<file path="config.mk">
export PLATFORM = sky130hd
export DESIGN_NAME = aes_key_sched
export DESIGN_NICKNAME = d
export VERILOG_FILES = /design/src/rtl/aes_key_sched.sv
export SDC_FILE = /design/constraint.sdc
export NUM_CORES = 2
export LEC_CHECK = 0
export CORE_MARGIN = 2
export CORE_UTILIZATION = 45
export DETAILED_ROUTE_END_ITERATION = 8
export SLEW_MARGIN = 20
export SYNTH_ARGS = -nofsm -noshare
export SYNTH_HDL_FRONTEND = slang
export SYNTH_SLANG_ARGS = --single-unit
</file>
<file path="constraint.sdc">
create_clock -name clk -period 45.7 [get_ports clk]
set_input_delay 4.57 -clock clk [delete_from_list [all_inputs] [get_ports clk]]
set_output_delay 4.57 -clock clk [all_outputs]
set_load 0.02 [all_outputs]
</file>
<file path="src/rtl/aes_key_sched.sv">
// AES-128 key schedule: one shared expansion round reused once per cycle.
// All NROUNDS+1 round keys are kept in a register file behind a
// combinational indexed read port.

// Forward AES S-box, single byte, pure lookup.
module aes_sbox (
  input  logic [7:0] i_a,
  output logic [7:0] o_q
);
  // Byte 0 sits in the most significant byte of the table.
  localparam logic [2047:0] SBOX = {
    128'h637c777bf26b6fc53001672bfed7ab76, 128'hca82c97dfa5947f0add4a2af9ca472c0,
    128'hb7fd9326363ff7cc34a5e5f171d83115, 128'h04c723c31896059a071280e2eb27b275,
    128'h09832c1a1b6e5aa0523bd6b329e32f84, 128'h53d100ed20fcb15b6acbbe394a4c58cf,
    128'hd0efaafb434d338545f9027f503c9fa8, 128'h51a3408f929d38f5bcb6da2110fff3d2,
    128'hcd0c13ec5f974417c4a77e3d645d1973, 128'h60814fdc222a908846eeb814de5e0bdb,
    128'he0323a0a4906245cc2d3ac629195e479, 128'he7c8376d8dd54ea96c56f4ea657aae08,
    128'hba78252e1ca6b4c6e8dd741f4bbd8b8a, 128'h703eb5664803f60e613557b986c11d9e,
    128'he1f8981169d98e949b1e87e9ce5528df, 128'h8ca1890dbfe6426841992d0fb054bb16
  };
  assign o_q = SBOX[(11'd2047 - {i_a, 3'b000}) -: 8];
endmodule

module aes_key_sched #(
  parameter int          NROUNDS   = 10,
  parameter logic [7:0]  RCON_INIT = 8'h01
) (
  input  logic         clk,
  input  logic         rst,
  input  logic [127:0] key_in,
  input  logic         key_load,
  output logic         busy,
  output logic         keys_ready,
  input  logic [3:0]   rd_idx,
  output logic [127:0] rd_key
);
  typedef enum logic {S_IDLE, S_EXPAND} state_t;

  state_t       r_state, w_state_nxt;
  logic [3:0]   r_round;
  logic [7:0]   r_rcon;
  logic [127:0] r_work;
  logic         r_keys_ready;
  logic [127:0] r_rk [0:NROUNDS];

  logic         w_load, w_step, w_last;
  logic [31:0]  w_w0, w_w1, w_w2, w_w3, w_rot, w_sub, w_t;
  logic [31:0]  w_y0, w_y1, w_y2, w_y3;
  logic [127:0] w_nk;
  logic [7:0]   w_rcon_nxt;
  logic [127:0] w_rd_tab [0:15];

  // Expansion round datapath: RotWord -> SubWord -> Rcon -> XOR chain.
  assign {w_w0, w_w1, w_w2, w_w3} = r_work;
  assign w_rot = {w_w3[23:0], w_w3[31:24]};

  genvar g;
  generate
    for (g = 0; g < 4; g++) begin : g_sb
      aes_sbox u_sbox (.i_a(w_rot[8*g +: 8]), .o_q(w_sub[8*g +: 8]));
    end
  endgenerate

  assign w_t  = w_sub ^ {r_rcon, 24'h0};
  assign w_y0 = w_w0 ^ w_t;
  assign w_y1 = w_w1 ^ w_y0;
  assign w_y2 = w_w2 ^ w_y1;
  assign w_y3 = w_w3 ^ w_y2;
  assign w_nk = {w_y0, w_y1, w_y2, w_y3};

  // xtime in GF(2^8) gives the next round constant.
  assign w_rcon_nxt = {r_rcon[6:0], 1'b0} ^ (r_rcon[7] ? 8'h1B : 8'h00);

  // Read port padded to 16 entries so out-of-range indices return zero.
  generate
    for (g = 0; g < 16; g++) begin : g_rd
      if (g <= NROUNDS) begin : g_hit
        assign w_rd_tab[g] = r_rk[g];
      end else begin : g_miss
        assign w_rd_tab[g] = '0;
      end
    end
  endgenerate

  assign rd_key     = w_rd_tab[rd_idx];
  assign busy       = (r_state == S_EXPAND);
  assign keys_ready = r_keys_ready;

  // Next-state and datapath enables; loads are only seen in IDLE.
  always_comb begin
    w_state_nxt = r_state;
    w_load      = 1'b0;
    w_step      = 1'b0;
    w_last      = 1'b0;
    case (r_state)
      S_IDLE: begin
        if (key_load) begin
          w_load      = 1'b1;
          w_state_nxt = S_EXPAND;
        end
      end
      S_EXPAND: begin
        w_step = 1'b1;
        if (r_round == 4'(NROUNDS)) begin
          w_last      = 1'b1;
          w_state_nxt = S_IDLE;
        end
      end
      default: w_state_nxt = S_IDLE;
    endcase
  end

  // State register.
  always_ff @(posedge clk or posedge rst) begin
    if (rst) r_state <= S_IDLE;
    else     r_state <= w_state_nxt;
  end

  // Key register file, working key, round counter and rcon.
  always_ff @(posedge clk or posedge rst) begin
    if (rst) begin
      r_round      <= '0;
      r_rcon       <= RCON_INIT;
      r_work       <= '0;
      r_keys_ready <= 1'b0;
      for (int i = 0; i <= NROUNDS; i++) r_rk[i] <= '0;
    end else if (w_load) begin
      r_rk[0]      <= key_in;
      r_work       <= key_in;
      r_round      <= 4'd1;
      r_rcon       <= RCON_INIT;
      r_keys_ready <= 1'b0;
    end else if (w_step) begin
      r_rk[r_round] <= w_nk;
      r_work        <= w_nk;
      r_round       <= r_round + 4'd1;
      r_rcon        <= w_rcon_nxt;
      if (w_last) r_keys_ready <= 1'b1;
    end
  end
endmodule

</file>
# Word-level counts from Yosys, hierarchy flattened

Cells that the tools add are included.

Register bits: 1550
Latch bits: 0
RAM bits: 0
Memory bits (read-only): 0
Input port bits: 135
Output and inout bits: 130
Logic and storage cells: 69
Memories: 0

Add/sub/neg operators: 5
Multipliers: 0
Div/mod/pow operators: 0
$lt $le $gt $ge: 3
Equal/unequal tests: 1
Shifts and indexed selects: 4
Mux-type cells: 25
Bitwise logic cells: 10
Reduce and logical (&&, ||, !) cells: 5

Operators with widths:

| operator                                                      | number |
|---|---|
| variable part select 2055 x 12 -> 8 bit, first input constant | 4 |
| bitwise mux 1408 bit                                          | 1 |
| two-way mux 1408 bit                                          | 1 |
| two-way mux 128 bit                                           | 6 |
| binary-select mux 128 bit (select 4 bit)                      | 1 |
| demux 128 bit (select 4 bit)                                  | 1 |
| XOR 32 bit                                                    | 5 |
| subtractor 11 bit, first input constant                       | 4 |
| two-way mux 8 bit                                             | 2 |
| greater-or-equal comparator 5 bit, second input constant      | 2 |
| inverter 4 -> 5 bit                                           | 2 |
| two-way mux 1 bit                                             | 9 |
| two-way mux 4 bit                                             | 2 |
| XOR 8 x 5 -> 8 bit                                            | 1 |
| less-than comparator 5 x 1 -> 1 bit, second input constant    | 1 |
| two-way mux 5 bit                                             | 1 |
| adder 4 x 1 -> 4 bit, second input constant                   | 1 |
| == test 4 bit, second input constant                          | 1 |
| AND reduction 2 bit                                           | 2 |
| nonzero test 2 bit                                            | 2 |
| inverter 1 bit                                                | 2 |
| one-hot mux 1 bit (2 select lines)                            | 1 |
| logical AND 1 bit                                             | 1 |

# Depth between registers and ports, before layout

Word-level depth: 10
Mapped depth: 18
Mapped depth without buffers: 11

# Cells and area by module

Synthesis repeated with hierarchy kept, for this count alone.

Cell total of the unflattened synthesis: 8979
Area total of the unflattened synthesis: 84088.1 µm²

By module, submodules not included:

| module        | instances | cells an instance | area each (µm²) | sequential area each (µm²) |
|---|---|---|---|---|
| aes_key_sched | 1         | 6807              | 70079.7         | 38788.5 |
| aes_sbox      | 4         | 543               | 3502.1          | 0.0 |

# Least setup slack after synthesis

Ideal clock, no wire load.

Path kind: input -> output
Start: input rd_idx[0]
End: output rd_key[10]
Arrival time: 6.610 ns
Required time: 41.130 ns
Path slack: 34.520 ns
Stages: 6
Buffers on the path: 3
Path through: clkbuf_1 -> buf_1 -> buf_1 -> mux4_2 -> nand2_1 -> o21ai_0

Cells in the longest elaborated chain, start to end: 4

RTL lines:

| item                                                    | RTL line | text |
|---|---|---|
| start: declaration                                      | 34       | `input logic [3:0] rd_idx,` |
| inverter 4 -> 5 bit (implied by the code)               | 85       | `assign rd_key = w_rd_tab[rd_idx];` |
| binary-select mux 128 bit (select 4 bit)                | 85       |  |
| two-way mux 128 bit (implied by the code) (2 in series) | 85       |  |
| end: declaration                                        | 35       | `output logic [127:0] rd_key` |

No other way between the ends. The select of a mux whose other input is x is not followed.

# Final worst setup path

Start: input rd_idx[1]
End: output rd_key[70]

Same word-level chain as after synthesis.

==> impl_metrics.sql <==
INSERT INTO impl_metrics (metric_group, metric, value, unit) VALUES
('timing', 'max_slew.worst_pin.slew', '1.15', 'ns'),
('clocking', 'clock_sinks', '1550', ''),
('yosys', 'synthesis.instances', '9059', ''),
('floorplan', 'die_area', '0.192', 'mm²'),
('floorplan', 'core', '0.188', 'mm²'),
('yosys', 'netlist_area', '0.0848', 'mm²'),
('grt', 'grt_antenna_before_repair', '15', ''),
('grt', 'grt_start_max_net_pins', '181', ''),
('timing', 'totalNegativeSetupSlack', '0', 'ns'),
('finish', 'post_route_cells_drive_above_1_share', '10.4', '%'),
('route', 'top_layer', 'met5', ''),
('clocking', 'cts.repair.resized', '0', ''),
('floorplan', 'initial_core_util', '45.2', '%'),
('outcome', 'run_status', 'finished clean', ''),
('clocking', 'cts_setup_buffers', '0', ''),
('timing', 'min_period_over_period', '30.4', '%'),
('yosys', 'ys_warn_count', '0', ''),
('floorplan', 'design.portCount', '265', ''),
('timing', 'timing.hold.ws', '0.474', 'ns'),
('timing', 'hold_viol_final', '0', ''),
('place', 'routabilityCongestion', '0.986', ''),
('route', 'wl_met3', '26000', 'µm'),
('route', 'post_drt_via_cell_ratio', '6.34', ''),
('worst_setup_path', 'timing.critical_path.required', '41.13', 'ns'),
('finish', 'layout.core_utilization', '50.2', '%'),
('finish', 'layout_common_cells', 'nand2_1 (1755), o21ai_0 (1679), dfrtp_1 (1535)', ''),
('yosys', 'yosys_most_used_dff', 'dfrtp_1', ''),
('clocking', 'clk_path_buf_depth', '3', ''),
('floorplan', 'std_cell_rows', '159', ''),
('clocking', 'post_cts_hold_buffer_count', '0', ''),
('yosys', 'post_synth_edffs', '0', ''),
('timing', 'timing.clock.skew', '0.0505', 'ns'),
('yosys', 'synth.net_count', '9254', ''),
('route', 'drt_pre_antenna_iters', '9', ''),
('yosys', 'post-synth-top-area-fraction', '45.7', '%'),
('timing', 'max_slew_margin', '22.9', '%'),
('worst_setup_path', 'critPathKind', 'input pin to output port', ''),
('yosys', 'synthDominantAreaCellType', 'dfrtp_1', ''),
('place', 'placement.setup.worst_slack', '31.88', 'ns'),
('clocking', 'cts.htree.levels', '4', ''),
('yosys', 'yosysUniqueCellTypes', '112', ''),
('job', 'drv.max_cap_violation_count', '0', ''),
('yosys', 'postSynthRegisterBits', '1550', ''),
('timing', 'final_setup_violation_count', '0', ''),
('worst_setup_path', 'data_arrival_time_of_the_critical_path', '9.32', 'ns'),
('finish', 'areaGrowthSynthToFinish', '11.0', '%'),
('grt', 'grt_pass1_vias', '69600', ''),
('worst_setup_path', 'crit_path_max_fanout', '61', ''),
('clocking', 'tritoncts.num_buffers', '167', ''),
('grt', 'globalRouteOverflowTotal', '0', ''),
('place', 'post-dp-hpwl', '209000', 'µm'),
('floorplan', 'dieWidth', '438', 'µm'),
('finish', 'design.final.nets', '8916', ''),
('floorplan', 'chipHeight', '438', 'µm'),
('grt', 'global_route_wire_length_before_repair', '484000', 'µm'),
('timing', 'max_freq', '72.0', 'MHz'),
('yosys', 'sequential_area_share_after_synthesis', '45.7', '%'),
('route', 'detailroute.via_count', '72000', ''),
('clocking', 'root_buffer', 'clkbuf_16', ''),
('timing', 'layout_setup_ws', '31.81', 'ns'),
('grt', 'groute.usage.overall', '33.7', '%'),
('min_path', 'worst_hold_path_type', 'register to register', ''),
('route', 'drc', '0', ''),
('route', 'finalWirelength', '328000', 'µm'),
('worst_setup_path', 'critPathMostFrequentCell', 'buf_4', ''),
('route', 'wl_met2', '150000', 'µm'),
('worst_setup_path', 'cpMaxStageDelayCell', 'buf_4', ''),
('clocking', 'cts.reportedPaths.clkPinSlew', '0.06', 'ns'),
('timing', 'rsz0062_at_grt', 'no', ''),
('route', 'drt_iter0_drc', '7522', ''),
('route', 'ant_nets', '0', '');
[per-layer routing]
metal | vias up | global-route usage [%]
met3 | 707 | 7.05
met5 | - | 0
met1 | 36300 | 45.2
met4 | 4 | 16.1
met2 | 3190 | 52.3
li1 | 31800 | -
[path summary, 6_finish.rpt]
path / start / endpoint / slack (ns) / cells after the start
setup / recovery: rd_idx[1] / rd_key[70] / 31.81 / 9
hold / removal: r_rk[390] / r_rk[390] / 0.47 / 2
setup reg to reg: r_work[8] / r_rk[277] / 38.96 / 13
hold reg to reg: r_rk[390] / r_rk[390] / 0.47 / 2
max in group asynchronous: rst / r_rk[863] / 36.84 / 8
min in group asynchronous: rst / r_rk[515] / 4.03 / 2
[final cells by class]
| cell class | instances | area [µm²] | share of cell area (%) |
|---|---|---|---|
| antenna | 11 | 27.5 | 0.0292 |
| clock buffer | 245 | 4940 | 5.25 |
| clock inverter | 61 | 852 | 0.905 |
| inverter | 73 | 278 | 0.295 |
| multi-input combinational | 6462 | 41800 | 44.4 |
| sequential | 1550 | 38800 | 41.2 |
| tap | 2495 | 3120 | 3.31 |
| timing repair buffer | 467 | 4350 | 4.62 |
[sequential cells by signal, summed over array words and instances (netlist names)]
register / cells
r_round: 4
r_rcon: 8
r_rk: 1408
busy: 1
keys_ready: 1
r_work: 128
[worst max-delay path: cells and delay by family]
kind	cells	cell delay (ns)
buffers and inverters	5	3.54
multiplexers	1	0.22
AO/OA/AOI/OAI	3	0.80
[cells by family (layout without fill, tap and decap cells)]
kind of cell / count (synthesis) / in the layout / synth area share (%)
AOI/OAI and AO/OA: 3130 / 3130 / 22.2
and+or+nand+nor: 2605 / 2605 / 13.4
DFF: 1550 / 1550 / 45.7
buffers and inverters: 1047 / 846 / 5.35
muxes: 487 / 487 / 10.0
xor gates and xnor gates: 180 / 180 / 2.44
adders and majority gates: 60 / 60 / 0.885
other: 0 / 11 / 0
[per-stage QoR]
| step | cells | cell area [µm²] |
|---|---|---|
| after floorplan | 9059 | 84800 |
| after global placement | 11000 | 88200 |
| after detailed placement | 11000 | 88200 |
| after CTS | 11400 | 94000 |
| after global routing | 11400 | 94200 |
| final | 11400 | 94200 |
[cells in the mapped netlist (all sizes together) (23+ instances only)]
cell and count:
a311oi 47, or3 32, o211a 31, a22oi 131, ha 60, nand2b 98, nor2 191, a21o 36
a211o 32, xnor2 103, mux2i 186, o22ai 28, nand3 101, o211ai 174, nor2b 156, xnor3 23
nor3 90, o31ai 23, or2 26, o32ai 34, buf 263, o21ai 1822, clkbuf 711, xor2 53
a211oi 127, nand2 1761, inv 64, dfrtp 1549, mux4 289, and2 37, o311ai 52, a21oi 314
a31oi 49
Power is left out: the tool's default activity adds up to more than one toggle a clock period on the data nets, which glitch-free logic cannot reach.
